`config.mk`:
```
export PLATFORM = sky130hd
export DESIGN_NAME = pipe_tracker_flat
export DESIGN_NICKNAME = d
export VERILOG_FILES = /design/src/rtl/pipe_tracker_pkg.sv /design/src/rtl/pipe_tracker_if.sv /design/src/rtl/tracker_ref_alu.sv /design/src/rtl/pipe_tracker.sv /design/src/flat_wrapper.sv
export SDC_FILE = /design/constraint.sdc
export NUM_CORES = 1
export LEC_CHECK = 0
export CORE_MARGIN = 2
export CORE_UTILIZATION = 48
export DETAILED_ROUTE_END_ITERATION = 10
export PLACE_DENSITY = 0.75
export RECOVER_POWER = 100
export SLEW_MARGIN = 20
export SYNTH_ARGS = -nofsm -noshare
export SYNTH_HDL_FRONTEND = slang
export SYNTH_HIERARCHICAL = 1
export SYNTH_SLANG_ARGS = --single-unit
export TNS_END_PERCENT = 5
```
`constraint.sdc`:
```
create_clock -name clk_i -period 2.18 [get_ports clk_i]
set_input_delay 0.545 -clock clk_i [delete_from_list [all_inputs] [get_ports clk_i]]
set_output_delay 0.545 -clock clk_i [all_outputs]
set_load 0.02 [all_outputs]
```
`src/rtl/pipe_tracker_pkg.sv`:
```
// Shared CPU package: opcode/funct encodings, tracker FSM states and the stage-entry record.
package pipe_tracker_pkg;

  // Widest datapath a stage entry can carry; narrower XLEN values are zero-extended into it.
  localparam int XLEN_MAX = 64;

  localparam logic [6:0] OPC_OP     = 7'b0110011;
  localparam logic [6:0] OPC_OP_IMM = 7'b0010011;
  localparam logic [2:0] F3_ADD     = 3'b000;
  localparam logic [6:0] F7_ADD     = 7'b0000000;
  localparam logic [6:0] F7_SUB     = 7'b0100000;

  typedef enum logic [1:0] {
    ST_RUN   = 2'd0,
    ST_DRAIN = 2'd1,
    ST_DONE  = 2'd2
  } state_t;

  typedef struct packed {
    logic [31:0]         instr;
    logic                valid;
    logic                chk;
    logic [XLEN_MAX-1:0] expected;
  } stage_t;

endpackage

```
`src/rtl/pipe_tracker_if.sv`:
```
// Bus bundle between the tracker and its environment; slave is the tracker side.
interface pipe_tracker_if
  import pipe_tracker_pkg::*;
#(
  parameter int XLEN  = 32,
  parameter int DEPTH = 3,
  parameter int CNT_W = 16
);

  logic [31:0]         instr_i;
  logic                instr_valid_i;
  logic [XLEN-1:0]     rs1_val_i;
  logic [XLEN-1:0]     rs2_val_i;
  logic                stall_i;
  logic                flush_i;
  logic [XLEN-1:0]     alu_result_i;
  logic [DEPTH*32-1:0] stage_instr_o;
  logic [DEPTH-1:0]    stage_valid_o;
  logic                check_valid_o;
  logic                mismatch_o;
  logic [XLEN-1:0]     expected_o;
  logic [CNT_W-1:0]    checked_cnt_o;
  logic [CNT_W-1:0]    err_cnt_o;
  logic [CNT_W-1:0]    cycle_cnt_o;
  logic                done_o;
  state_t              state_o;

  modport slave (
    input  instr_i, instr_valid_i, rs1_val_i, rs2_val_i, stall_i, flush_i, alu_result_i,
    output stage_instr_o, stage_valid_o, check_valid_o, mismatch_o, expected_o,
           checked_cnt_o, err_cnt_o, cycle_cnt_o, done_o, state_o
  );

  modport master (
    output instr_i, instr_valid_i, rs1_val_i, rs2_val_i, stall_i, flush_i, alu_result_i,
    input  stage_instr_o, stage_valid_o, check_valid_o, mismatch_o, expected_o,
           checked_cnt_o, err_cnt_o, cycle_cnt_o, done_o, state_o
  );

endinterface

```
`src/rtl/tracker_ref_alu.sv`:
```
// Reference decode: flags ADD/SUB/ADDI and computes their result modulo 2^XLEN.
module tracker_ref_alu
  import pipe_tracker_pkg::*;
#(
  parameter int XLEN = 32
) (
  input  logic [11:0]     i_hi12,
  input  logic [2:0]      i_funct3,
  input  logic [6:0]      i_opcode,
  input  logic [XLEN-1:0] i_rs1,
  input  logic [XLEN-1:0] i_rs2,
  output logic            o_chk,
  output logic [XLEN-1:0] o_expected
);

  logic [6:0]      w_funct7;
  logic [XLEN-1:0] w_imm;

  // instr[31:20] doubles as funct7 (top seven bits) and the I-type immediate.
  assign w_funct7 = i_hi12[11:5];
  assign w_imm    = {{(XLEN-12){i_hi12[11]}}, i_hi12};

  always_comb begin
    o_chk      = 1'b0;
    o_expected = '0;
    if (i_opcode == OPC_OP && i_funct3 == F3_ADD && w_funct7 == F7_ADD) begin
      o_chk      = 1'b1;
      o_expected = i_rs1 + i_rs2;
    end else if (i_opcode == OPC_OP && i_funct3 == F3_ADD && w_funct7 == F7_SUB) begin
      o_chk      = 1'b1;
      o_expected = i_rs1 - i_rs2;
    end else if (i_opcode == OPC_OP_IMM && i_funct3 == F3_ADD) begin
      o_chk      = 1'b1;
      o_expected = i_rs1 + w_imm;
    end
  end

endmodule

```
`src/rtl/pipe_tracker.sv`:
```
// Shadow pipeline that follows instructions through DEPTH stages and checks the ALU result
// of each ADD/SUB/ADDI as it leaves CHECK_STAGE; runs MAX_CYCLES, then drains and stops.
module pipe_tracker
  import pipe_tracker_pkg::*;
#(
  parameter int XLEN        = 32,
  parameter int DEPTH       = 3,
  parameter int CHECK_STAGE = 1,
  parameter int MAX_CYCLES  = 20,
  parameter int CNT_W       = 16
) (
  input  logic         clk_i,
  input  logic         rst_ni,
  pipe_tracker_if.slave bus
);

  state_t              r_state, w_state_nxt;
  stage_t              w_stage [DEPTH];
  stage_t              w_next  [DEPTH];
  stage_t              w_entry;
  logic                w_chk;
  logic [XLEN-1:0]     w_exp;
  logic                w_advance;
  logic                w_check;
  logic                w_mismatch;
  logic                w_any_next_valid;
  logic                r_check_valid;
  logic                r_mismatch;
  logic [XLEN-1:0]     r_expected;
  logic [CNT_W-1:0]    r_checked;
  logic [CNT_W-1:0]    r_err;
  logic [CNT_W-1:0]    r_cycle;
  logic [DEPTH*32-1:0] w_stage_instr;
  logic [DEPTH-1:0]    w_stage_valid;

  tracker_ref_alu #(.XLEN(XLEN)) u_ref_alu (
    .i_hi12     (bus.instr_i[31:20]),
    .i_funct3   (bus.instr_i[14:12]),
    .i_opcode   (bus.instr_i[6:0]),
    .i_rs1      (bus.rs1_val_i),
    .i_rs2      (bus.rs2_val_i),
    .o_chk      (w_chk),
    .o_expected (w_exp)
  );

  always_comb begin
    w_entry          = '0;
    w_entry.instr    = bus.instr_i;
    w_entry.valid    = bus.instr_valid_i && (r_state == ST_RUN);
    w_entry.chk      = w_chk;
    w_entry.expected = XLEN_MAX'(w_exp);
  end

  // Flush overrides stall: the checked stage and older ones must still move on.
  assign w_advance = (r_state != ST_DONE) && (!bus.stall_i || bus.flush_i);

  always_comb begin
    w_next[0] = w_stage[0];
    if (w_advance) w_next[0] = bus.flush_i ? '0 : w_entry;
    w_any_next_valid = w_next[0].valid;
    for (int k = 1; k < DEPTH; k++) begin
      w_next[k] = w_stage[k];
      if (w_advance) w_next[k] = (bus.flush_i && k <= CHECK_STAGE) ? '0 : w_stage[k-1];
      w_any_next_valid = w_any_next_valid | w_next[k].valid;
    end
  end

  for (genvar g = 0; g < DEPTH; g++) begin : g_stage
    stage_t r_q;
    always_ff @(posedge clk_i or negedge rst_ni) begin
      if (!rst_ni) r_q <= '0;
      else         r_q <= w_next[g];
    end
    assign w_stage[g] = r_q;
  end

  assign w_check    = w_advance && w_stage[CHECK_STAGE].valid && w_stage[CHECK_STAGE].chk;
  assign w_mismatch = XLEN_MAX'(bus.alu_result_i) != w_stage[CHECK_STAGE].expected;

  always_comb begin
    w_state_nxt = r_state;
    case (r_state)
      ST_RUN:   if (r_cycle + 1'b1 == CNT_W'(MAX_CYCLES)) w_state_nxt = ST_DRAIN;
      ST_DRAIN: if (!w_any_next_valid) w_state_nxt = ST_DONE;
      ST_DONE:  w_state_nxt = ST_DONE;
      default:  w_state_nxt = ST_RUN;
    endcase
  end

  always_ff @(posedge clk_i or negedge rst_ni) begin
    if (!rst_ni) begin
      r_state       <= ST_RUN;
      r_check_valid <= 1'b0;
      r_mismatch    <= 1'b0;
      r_expected    <= '0;
      r_checked     <= '0;
      r_err         <= '0;
      r_cycle       <= '0;
    end else begin
      r_state       <= w_state_nxt;
      r_check_valid <= w_check;
      r_mismatch    <= w_check && w_mismatch;
      if (w_check) begin
        r_expected <= w_stage[CHECK_STAGE].expected[XLEN-1:0];
        if (r_checked != '1) r_checked <= r_checked + 1'b1;
        if (w_mismatch && r_err != '1) r_err <= r_err + 1'b1;
      end
      if (r_state == ST_RUN) r_cycle <= r_cycle + 1'b1;
    end
  end

  always_comb begin
    w_stage_instr = '0;
    w_stage_valid = '0;
    for (int k = 0; k < DEPTH; k++) begin
      w_stage_instr[k*32 +: 32] = w_stage[k].instr;
      w_stage_valid[k]          = w_stage[k].valid;
    end
  end

  assign bus.stage_instr_o = w_stage_instr;
  assign bus.stage_valid_o = w_stage_valid;
  assign bus.check_valid_o = r_check_valid;
  assign bus.mismatch_o    = r_mismatch;
  assign bus.expected_o    = r_expected;
  assign bus.checked_cnt_o = r_checked;
  assign bus.err_cnt_o     = r_err;
  assign bus.cycle_cnt_o   = r_cycle;
  assign bus.done_o        = (r_state == ST_DONE);
  assign bus.state_o       = r_state;

endmodule

```
`src/flat_wrapper.sv`:
```
// flat-port wrapper written by rule: the top's interface ports become plain ports
module pipe_tracker_flat import pipe_tracker_pkg::*;
#(
  parameter int XLEN        = 32,
  parameter int DEPTH       = 3,
  parameter int CHECK_STAGE = 1,
  parameter int MAX_CYCLES  = 20,
  parameter int CNT_W       = 16
)
  (clk_i, rst_ni, bus_instr_i, bus_instr_valid_i, bus_rs1_val_i, bus_rs2_val_i, bus_stall_i, bus_flush_i, bus_alu_result_i, bus_stage_instr_o, bus_stage_valid_o, bus_check_valid_o, bus_mismatch_o, bus_expected_o, bus_checked_cnt_o, bus_err_cnt_o, bus_cycle_cnt_o, bus_done_o, bus_state_o);
  pipe_tracker_if #(.XLEN(XLEN), .DEPTH(DEPTH), .CNT_W(CNT_W)) bus_i ();
  input  logic clk_i;
  input  logic rst_ni;
  input wire logic [$bits(bus_i.instr_i)-1:0] bus_instr_i;
  input wire logic [$bits(bus_i.instr_valid_i)-1:0] bus_instr_valid_i;
  input wire logic [$bits(bus_i.rs1_val_i)-1:0] bus_rs1_val_i;
  input wire logic [$bits(bus_i.rs2_val_i)-1:0] bus_rs2_val_i;
  input wire logic [$bits(bus_i.stall_i)-1:0] bus_stall_i;
  input wire logic [$bits(bus_i.flush_i)-1:0] bus_flush_i;
  input wire logic [$bits(bus_i.alu_result_i)-1:0] bus_alu_result_i;
  output wire logic [$bits(bus_i.stage_instr_o)-1:0] bus_stage_instr_o;
  output wire logic [$bits(bus_i.stage_valid_o)-1:0] bus_stage_valid_o;
  output wire logic [$bits(bus_i.check_valid_o)-1:0] bus_check_valid_o;
  output wire logic [$bits(bus_i.mismatch_o)-1:0] bus_mismatch_o;
  output wire logic [$bits(bus_i.expected_o)-1:0] bus_expected_o;
  output wire logic [$bits(bus_i.checked_cnt_o)-1:0] bus_checked_cnt_o;
  output wire logic [$bits(bus_i.err_cnt_o)-1:0] bus_err_cnt_o;
  output wire logic [$bits(bus_i.cycle_cnt_o)-1:0] bus_cycle_cnt_o;
  output wire logic [$bits(bus_i.done_o)-1:0] bus_done_o;
  output wire logic [$bits(bus_i.state_o)-1:0] bus_state_o;
  assign bus_i.instr_i = bus_instr_i;
  assign bus_i.instr_valid_i = bus_instr_valid_i;
  assign bus_i.rs1_val_i = bus_rs1_val_i;
  assign bus_i.rs2_val_i = bus_rs2_val_i;
  assign bus_i.stall_i = bus_stall_i;
  assign bus_i.flush_i = bus_flush_i;
  assign bus_i.alu_result_i = bus_alu_result_i;
  assign bus_stage_instr_o = bus_i.stage_instr_o;
  assign bus_stage_valid_o = bus_i.stage_valid_o;
  assign bus_check_valid_o = bus_i.check_valid_o;
  assign bus_mismatch_o = bus_i.mismatch_o;
  assign bus_expected_o = bus_i.expected_o;
  assign bus_checked_cnt_o = bus_i.checked_cnt_o;
  assign bus_err_cnt_o = bus_i.err_cnt_o;
  assign bus_cycle_cnt_o = bus_i.cycle_cnt_o;
  assign bus_done_o = bus_i.done_o;
  assign bus_state_o = bus_i.state_o;
  pipe_tracker #(.XLEN(XLEN), .DEPTH(DEPTH), .CHECK_STAGE(CHECK_STAGE), .MAX_CYCLES(MAX_CYCLES), .CNT_W(CNT_W)) u_core (.clk_i(clk_i), .rst_ni(rst_ni), .bus(bus_i));
endmodule
```
# Word-level counts from Yosys, hierarchy flattened
# Cells that the tools add are included.
# totals
mem_count,0
ff_bits,378
mem_bits_rw,0
latchBits,0
output_inout_bits,184
romBits,0
word_cells,71
in_bits,133
# classes
reduce_logical,18
n_mux,14
n_lt_le_gt_ge,0
n_div,0
multipliers,0
addsub,6
n_shift,0
bitwise,2
n_eq_ne,12
# ops
operator,count
2-to-1 mux 66 bit,3
2-to-1 mux 98 bit,2
2-to-1 mux 32 bit,3
adder 32 bit,2
!= test 32 x 64 -> 1 bit,1
adder 16 x 1 -> 16 bit (second input constant),3
!= test 16 bit (second input constant),2
subtractor 32 bit,1
equality test 16 x 5 -> 1 bit (second input constant),1
equality test 7 x 6 -> 1 bit (second input constant),2
logical AND 1 bit,10
equality test 7 x 5 -> 1 bit (second input constant),1
logical NOT 7 bit,1
!= test 2 bit (second input constant),3
one-hot mux 2 bit (3 select lines),1
AND reduction 2 bit,3
2-to-1 mux 2 bit,2
logical NOT 3 bit,1
2-to-1 mux 1 bit,3
equality test 2 x 1 -> 1 bit (second input constant),1
equality test 2 bit (second input constant),1
logical NOT 2 bit,1
bitwise OR 1 bit,2
logical NOT 1 bit,1
logical OR 1 bit,1

# Depth between registers and ports, before layout
# logic_depth
depth_word,11
depth_mapped,16
mapped_depth_nobuf,16

# Hierarchy
# The synthesis kept the hierarchy.
# modules_own_cells
mod,seq_area_each_um2,area_per_inst_um2,cells_each,instances
pipe_tracker,6231.0,10998.0,1126,1
tracker_ref_alu,0.0,5471.5,814,1

# Worst setup path after synthesis
# No wires, ideal clock.
# synth_path
kind,in2reg
start,input bus_rs1_val_i[0]
end,register u_core/g_stage[0].r_q[24] (netlist name)
setup_time_ns,0.133
arrival_ns,3.090
path_buffers,0
cell_stages,16
required_time_ns,2.047
path_slack_ns,-1.043
cell_sequence,inv_1 > ha_1 > fa_1 > and2b_1 > o2111ai_1 > a31oi_2 > o221ai_2 > a21oi_2 > o21ai_2 > a31oi_4 > or4b_1 > nand4_1 > xnor2_1 > o22ai_1 > nand2_1 > o21ai_0
# synth_via
elab_chain_len,5
word_cells_on_any_way,7
cone_classes,add/sub: 3; mux: 4
# synth_lines
item,line_no,rtl
from (decl),flat_wrapper.sv:16,input wire logic [$bits(bus_i.rs1_val_i)-1:0] bus_rs1_val_i;
adder 32 bit,tracker_ref_alu.sv:34,o_expected = i_rs1 + w_imm;
2-to-1 mux 32 bit,tracker_ref_alu.sv:32,end else if (i_opcode == OPC_OP_IMM && i_funct3 == F3_ADD) begin
2-to-1 mux 32 bit,tracker_ref_alu.sv:29,end else if (i_opcode == OPC_OP && i_funct3 == F3_ADD && w_funct7 == F7_SUB) begin
2-to-1 mux 32 bit *,tracker_ref_alu.sv:26,if (i_opcode == OPC_OP && i_funct3 == F3_ADD && w_funct7 == F7_ADD) begin
via u_core.w_exp[24],pipe_tracker.sv:22,logic [XLEN-1:0] w_exp;
2-to-1 mux 98 bit *,pipe_tracker.sv:59,if (w_advance) w_next[0] = bus.flush_i ? '0 : w_entry;
to (signal assigned),pipe_tracker.sv:72,else r_q <= w_next[g];
to (decl),pipe_tracker.sv:69,stage_t r_q;
# Mark *: on every way through the listed nets, which the timed path passes. The rest lies on a longest branch.
# A chain may end at the register's enable or synchronous reset.

# Worst setup path after layout
# Same ends and word-level chain as after synthesis.

==> metrics <==
status=complete, but fails checks; failing checks=setup timing; gpl congestion=about 0.96; num ports=approximately 320; Post-Layout Inst Area=0.0242 mm^2; CP Launch Type=primary input; Min-Delay Path Depth=3; Detailed Route Iter0 Violations=1214; Clk pin slew, worst setup/hold paths=0.06 ns; area of the multi-input gates=~0.0098 mm^2; Slew @ Worst Pin=between 1 and 1.5 ns; Yosys warning count=6; initial antenna violation count=0; Req. time, crit path=2.61 ns; CTS Buffer Depth=3; fill count=2613; Worst IR Drop VDD=748 uV; drt via density=5.42; Clock Latency Late Sink=0.54 ns; CP most frequent cell=a31oi_4; Overall Power=19600 uW; num rows=67; slack of the critical path=-0.902 ns; # DRC=0; sequential fraction of the synthesis area=37.8%; HPWL after DPL=between 40000 and 50000 um; largest net degree at the start of global routing=75; clock root cell=clkbuf_16; CP cell instances=buf_8 > buf_6 > inv_8 > ha_4 > fa_2 > and2b_1 > o2111ai_2 > a31oi_4 > o221ai_2 > a21oi_2 > o21ai_4 > a31oi_4 > or4b_4 > nand4_1 > xnor2_2 > o22ai_2 > nand2_1 > o21ai_1; Layout Nets=approximately 2.8k; Max-Slew Margin vs Limit=13.7%; Max Fclk=0.324 GHz; Post-Place Cells=just under 3k; Area after DPL=0.0223 mm^2; area delta synth->final=46.9%; Final Hold Vio Count=0; register area=0.00623 mm^2; CTS tree=yes; Synth cell types=99; pwr/cell area=810 mW/mm^2; CP bufs+invs=3; share of layout cells above drive strength 1=about 25%; CTS Buf Count=27; Max stage delay cell, worst path=or4b_4; fin. max-slew vios=0; leakage=0.0113 uW; gr ovfl total=0; IO Port Bufs=316; Max Cap Violations=0; syn avg cell area=8.49 um^2; vias in the first global route=16.0k; Worst path depth=18; Reg2Reg Depth=8; Cell Count, Final, Fillers Out=around 3.0k; final setup fails=75; post-synthesis cell count=1940; Syn Nets=~2.2k; final period utilization=141%; Yosys reg bits=249; CP peak stage delay=0.48 ns; final antenna diode count=0; fin crit period=3.08 ns; most used flip-flop cell after synthesis=dfrtp_1; fin util=71.8%; first-pass GRT wire length=85000 um; Initial Utilization=48.9%; Die H=189 um; delay-heaviest family, CP=compound AO/OA/AOI/OAI gates; crit-path max FO=3; EDFF count, synth=0; die area=between 0.03 and 0.04 mm^2; Clock Skew=approximately 0.014 ns; Hold WS=0.388 ns; element type at the critical path end=flop; Sink Count=249; H-tree levels=1; worst min-delay path class=primary input to flop; Post-Route WL=53700 um; Die X=189 um; routed len/inst=18.0 um; Worst Setup Path Type=primary input to flop; Syn Std Cell Area=between 0.015 and 0.02 mm^2; share of flip-flops with an asynchronous set or reset=100%; CP arrival=between 3 and 4 ns; gr usage total=29.4%; DRT antenna net count=0; core area=0.0337 mm^2; RSZ-0062 raised after global routing=true; Via Count=16.2k; drt pass-1 iters=7
==> cell usage after synthesis (all sizes together) (16+ instances only) <==
cell / number / share of area (%)
o21ai: 184 / 5.6
a21o: 25 / 1.1
nand3: 26 / 0.82
o21bai: 16 / 0.75
nand2: 424 / 9.7
xor2: 46 / 2.4
nor2: 79 / 1.9
a21oi: 113 / 3.6
nand2b: 21 / 0.80
mux2: 37 / 2.5
dfrtp: 249 / 38
buf: 94 / 4.0
ha: 100 / 7.6
o22ai: 22 / 0.84
nor4: 24 / 1.0
nand4: 41 / 1.6
inv: 83 / 1.9
xnor2: 102 / 5.4
clkbuf: 77 / 1.8
nor3: 28 / 0.85
==> logic make-up (layout without fill, tap and decap cells) <==
kind of cell / Yosys count / count (layout) / synth area share [%]
buf+inv: 255 / 850 / 7.68
compound gates: 454 / 454 / 17.1
fa+ha+maj: 103 / 103 / 7.96
simple gates: 693 / 693 / 19.0
mux: 38 / 38 / 2.59
xor+xnor: 148 / 148 / 7.87
flops: 249 / 249 / 37.8
==> metal layers <==
metal,vias to the layer above,part of all wire [%],GRT usage [%]
met4,0,2.8,8.11
met2,560,48,50.2
li1,7745,-,-
met1,7769,43,39.5
met5,-,0,0
met3,95,6.0,3.71
==> sequential cells by signal (all words and copies together) (netlist names) <==
signal and cells:
u_core/bus.stage_instr_o 96, u_core/g_stage.r_q 66, u_core/bus.expected_o 32, u_core/bus.checked_cnt_o 16, u_core/bus.cycle_cnt_o 16, u_core/bus.err_cnt_o 16, u_core/bus.stage_valid_o 3, u_core/bus.state_o 2
u_core/bus.check_valid_o 1, u_core/bus.mismatch_o 1
==> path summary, 6_finish.rpt <==
check / start / endpoint / slack [ns]
max: bus_rs1_val_i[0] / u_core/g_stage[0].r_q[24]$_DFFE_PN0N_ / -0.90
min: bus_instr_i[20] / u_core/bus.stage_instr_o[20]$_DFFE_PN0N_ / 0.39
max reg2reg: u_core/bus.cycle_cnt_o[0]$_DFFE_PN0N_ / u_core/bus.state_o[1]$_DFFE_PN0P_ / -0.19
min reg2reg: u_core/bus.stage_instr_o[83]$_DFFE_PN0N_ / u_core/bus.stage_instr_o[83]$_DFFE_PN0N_ / 0.47
max in group asynchronous: rst_ni / u_core/g_stage[1].r_q[6]$_DFFE_PN0N_ / 0.28
min in group asynchronous: rst_ni / u_core/bus.cycle_cnt_o[10]$_DFFE_PN0N_ / 0.82
==> report_power, final <==
group / leakage [uW] / switching, uW / total [uW] / internal, uW
registers: 0.00340 / 675 / 6160 / 5480
clock network: 0.000507 / 1860 / 5180 / 3320
logic: 0.00737 / 4580 / 8250 / 3670
==> repair_timing <==
action | in CTS | in global routing
endpoints found under the hold margin | 45 | 0
hold buffers | 1 | 0
pin swaps | 99 | 43
setup buffers | 24 | 7
setup endpoints to repair | 66 | 71
gates resized for setup | 243 | 29
==> layout make-up <==
| cell class | count | area share [%] |
|---|---|---|
| Inverter | 84 | 1.34 |
| Clock inverter | 12 | 1.06 |
| Sequential cell | 249 | 25.8 |
| Timing Repair Buffer | 717 | 25.8 |
| Tap cell | 448 | 2.32 |
| Multi-Input combinational cell | 1436 | 40.5 |
| Clock buffer | 37 | 3.20 |
==> tightest hold or removal path, stage by stage <==
cell	delay (ns)
clkdlybuf4s15_1	0.20
nand2_1	0.08
o21ai_0	0.07
==> placed cells by master, fill, tap and decap left out, types with 22 or more instances in the layout <==
cell type,instances
xnor2_1,97
nor2_1,67
clkbuf_16,27
clkdlybuf4s50_1,226
nor3_1,24
inv_1,70
a21oi_1,81
o21ai_0,156
dfrtp_1,249
nand3_1,23
nand4_1,40
buf_4,353
dlygate4sd3_1,27
mux2_2,35
xor2_1,46
dlygate4sd2_1,50
ha_1,70
a21o_1,25
nand2_1,423
ha_4,22
a21oi_2,28
==> metrics by stage <==
stage	worst slack, ns	TNS [ns]
after global placement	-1.89	-66.08
final	-0.902	-20.79
after detailed placement	-1.94	-66.81
after global routing	-1.03	-36.71
after CTS	-0.818	-14.49
after floorplan	-0.973	-19.84
No activity file was read; power rests on OpenSTA's default activity.
==> RTL change, RTL diff (same settings) <==
Make the reset (`rst_ni`) synchronous in 2 clocked blocks.
--- a/src/rtl/pipe_tracker.sv
+++ b/src/rtl/pipe_tracker.sv
@@ -69,3 +69,3 @@
     stage_t r_q;
-    always_ff @(posedge clk_i or negedge rst_ni) begin
+    always_ff @(posedge clk_i) begin
       if (!rst_ni) r_q <= '0;
@@ -89,3 +89,3 @@
 
-  always_ff @(posedge clk_i or negedge rst_ni) begin
+  always_ff @(posedge clk_i) begin
     if (!rst_ni) begin
Check against the original RTL: differs if rst_ni is asserted again (counterexample within 4 cycles, from zero or initial values and one cycle with rst_ni low); with rst_ni held inactive, the same outputs for 4 cycles.
==> RTL change against the unedited design <==
The flow still finishes with violations (negative setup slack). Sequential share of layout area fell by 4.8 points. Worst setup slack improved by 60 ps. Sequential cell count unchanged. Non-clock buffer count down 5. Critical path type unchanged. Design area shrank 1.7%. Synthesized area fell by 0.82%. Critical endpoint is now u_core/g_stage[0].r_q[16]. Wire length is 3.3% higher.
Power is not compared: it rests on default switching activity, and its combinational part moved more than twofold at a synthesized area within 25%.
==> RTL change: results (changes against the unedited design) <==
status finished, violations left (unchanged); violated checks negative setup slack (unchanged); Synthesized Nets 2354 (was 2176); gpl congestion 0.960 (was 0.956); CTS Buf Count 25 (was 27); master of the slowest instance on the critical path a311oi_4 (was or4b_4); FF-to-FF path depth 9 (was 8); WP data arrival 3470 ps (was 3510 ps); max incr delay on CP 370 ps (was 480 ps); fin nets 2884 (was 2751); final setup TNS -15300 ps (was -20790 ps); Synth Area in Compound Gates 19.9% (was 17.1%); final cell count without fillers 3116 (was 2983); Async S/R FF share, synth 0% (was 100%); Worst Hold Path EP u_core/bus.stage_instr_o[20] (unchanged); via/cell ratio 5.55 (was 5.42); Worst Setup SP bus_rs1_val_i[9] (was bus_rs1_val_i[0]); largest net degree at the start of global routing 132 (was 75); Worst-Skew Late Latency 520 ps (was 540 ps); Fin Hold WS 434 ps (was 388 ps); drt first pass iters 6 (was 7); r2r setup slk -30 ps (was -190 ps); share of cells above drive strength 1 23.2% (was 25.5%); DP Area 21900 um2 (was 22300 um2); pre-CTS setup slack -1930 ps (was -1940 ps); DR iter-0 viols 1251 (was 1214); Synth area leaders dfxtp_1, a21oi_1, ha_1 (was dfrtp_1, nand2_1, ha_1); clk_skew 9.70 ps (was 14.1 ps); initial antenna violation count 1 (was 0); Synth Area in Adders 8.03% (was 7.96%); Final WS setup -842 ps (was -902 ps); register area share after synthesis 30.5% (was 37.8%); top cells by count, synth nand2_1, a21oi_1, dfxtp_1 (was nand2_1, dfrtp_1, o21ai_0); Post-Synth XOR/XNOR Area 7.02% (was 7.87%); Synth cell types 95 (was 99); worst setup path end u_core/g_stage[0].r_q[16] (was u_core/g_stage[0].r_q[24]); mux contribution to synthesized area 0.797% (was 2.59%); Setup violations, final 35 (was 75); worst slew pin tran 997 ps (was 1290 ps)
[RTL change: cell types whose count changed in the layout (fill, tap and decap cells not counted), sizes merged, moves of 10 or more]
cell           unedited run  this run
clkdlybuf4s50           226       169
nand2                   424       333
dlygate4sd2              50        38
a21oi                   113       319
o21ai                   184        55
dlygate4sd3              27        81
nand3b                    1       131
mux2i                     1        13
dfxtp                     0       249
xnor2                   102        92
nor2                     79       106
mux2                     37         0
dfrtp                   249         0
[RTL change: kinds of logic (layout without fill, tap and decap cells)]
group           after synthesis  after routing
buf+inv                     295            844
simple gates                788            788
fa+ha+maj                   103            103
xor+xnor                    131            131
other cells                   0              1
flops                       249            249
mux                          13             13
compound gates              539            539
[RTL change: where the power goes]
part / internal, mW / switching (mW)
combinational: 1.71 / 1.73
sequential: 4.60 / 0.0413
clock: 3.03 / 1.79
[RTL change: area by class of cell]
| type | instances | area, um2 | area share (%) |
|---|---|---|---|
| multi-input combinational | 1574 | 10800 | 45.4 |
| timing repair buffer | 712 | 6150 | 25.9 |
| sequential | 249 | 4980 | 21.0 |
| clock buffer | 35 | 723 | 3.04 |
| tap | 448 | 561 | 2.36 |
| inverter | 86 | 335 | 1.41 |
| clock inverter | 11 | 216 | 0.910 |
| antenna | 1 | 2.50 | 0.0105 |
[RTL change: repair_timing]
action                     4_1_cts  5_1_grt
setup endpoints to repair       57       47
hold endpoints to repair         0        0
setup buffers                   29        2
gates resized for setup        241       49
pin swaps                      110       18
cloned                           0        0
[RTL change: layer usage]
metal | track usage (%) | up-vias | part of all wire [%]
li1 | - | 8369 | -
met1 | 39.3 | 8177 | 43
met2 | 52.2 | 651 | 49
met3 | 2.51 | 89 | 6.0
met4 | 7.27 | 0 | 2.2
met5 | 0 | - | 0
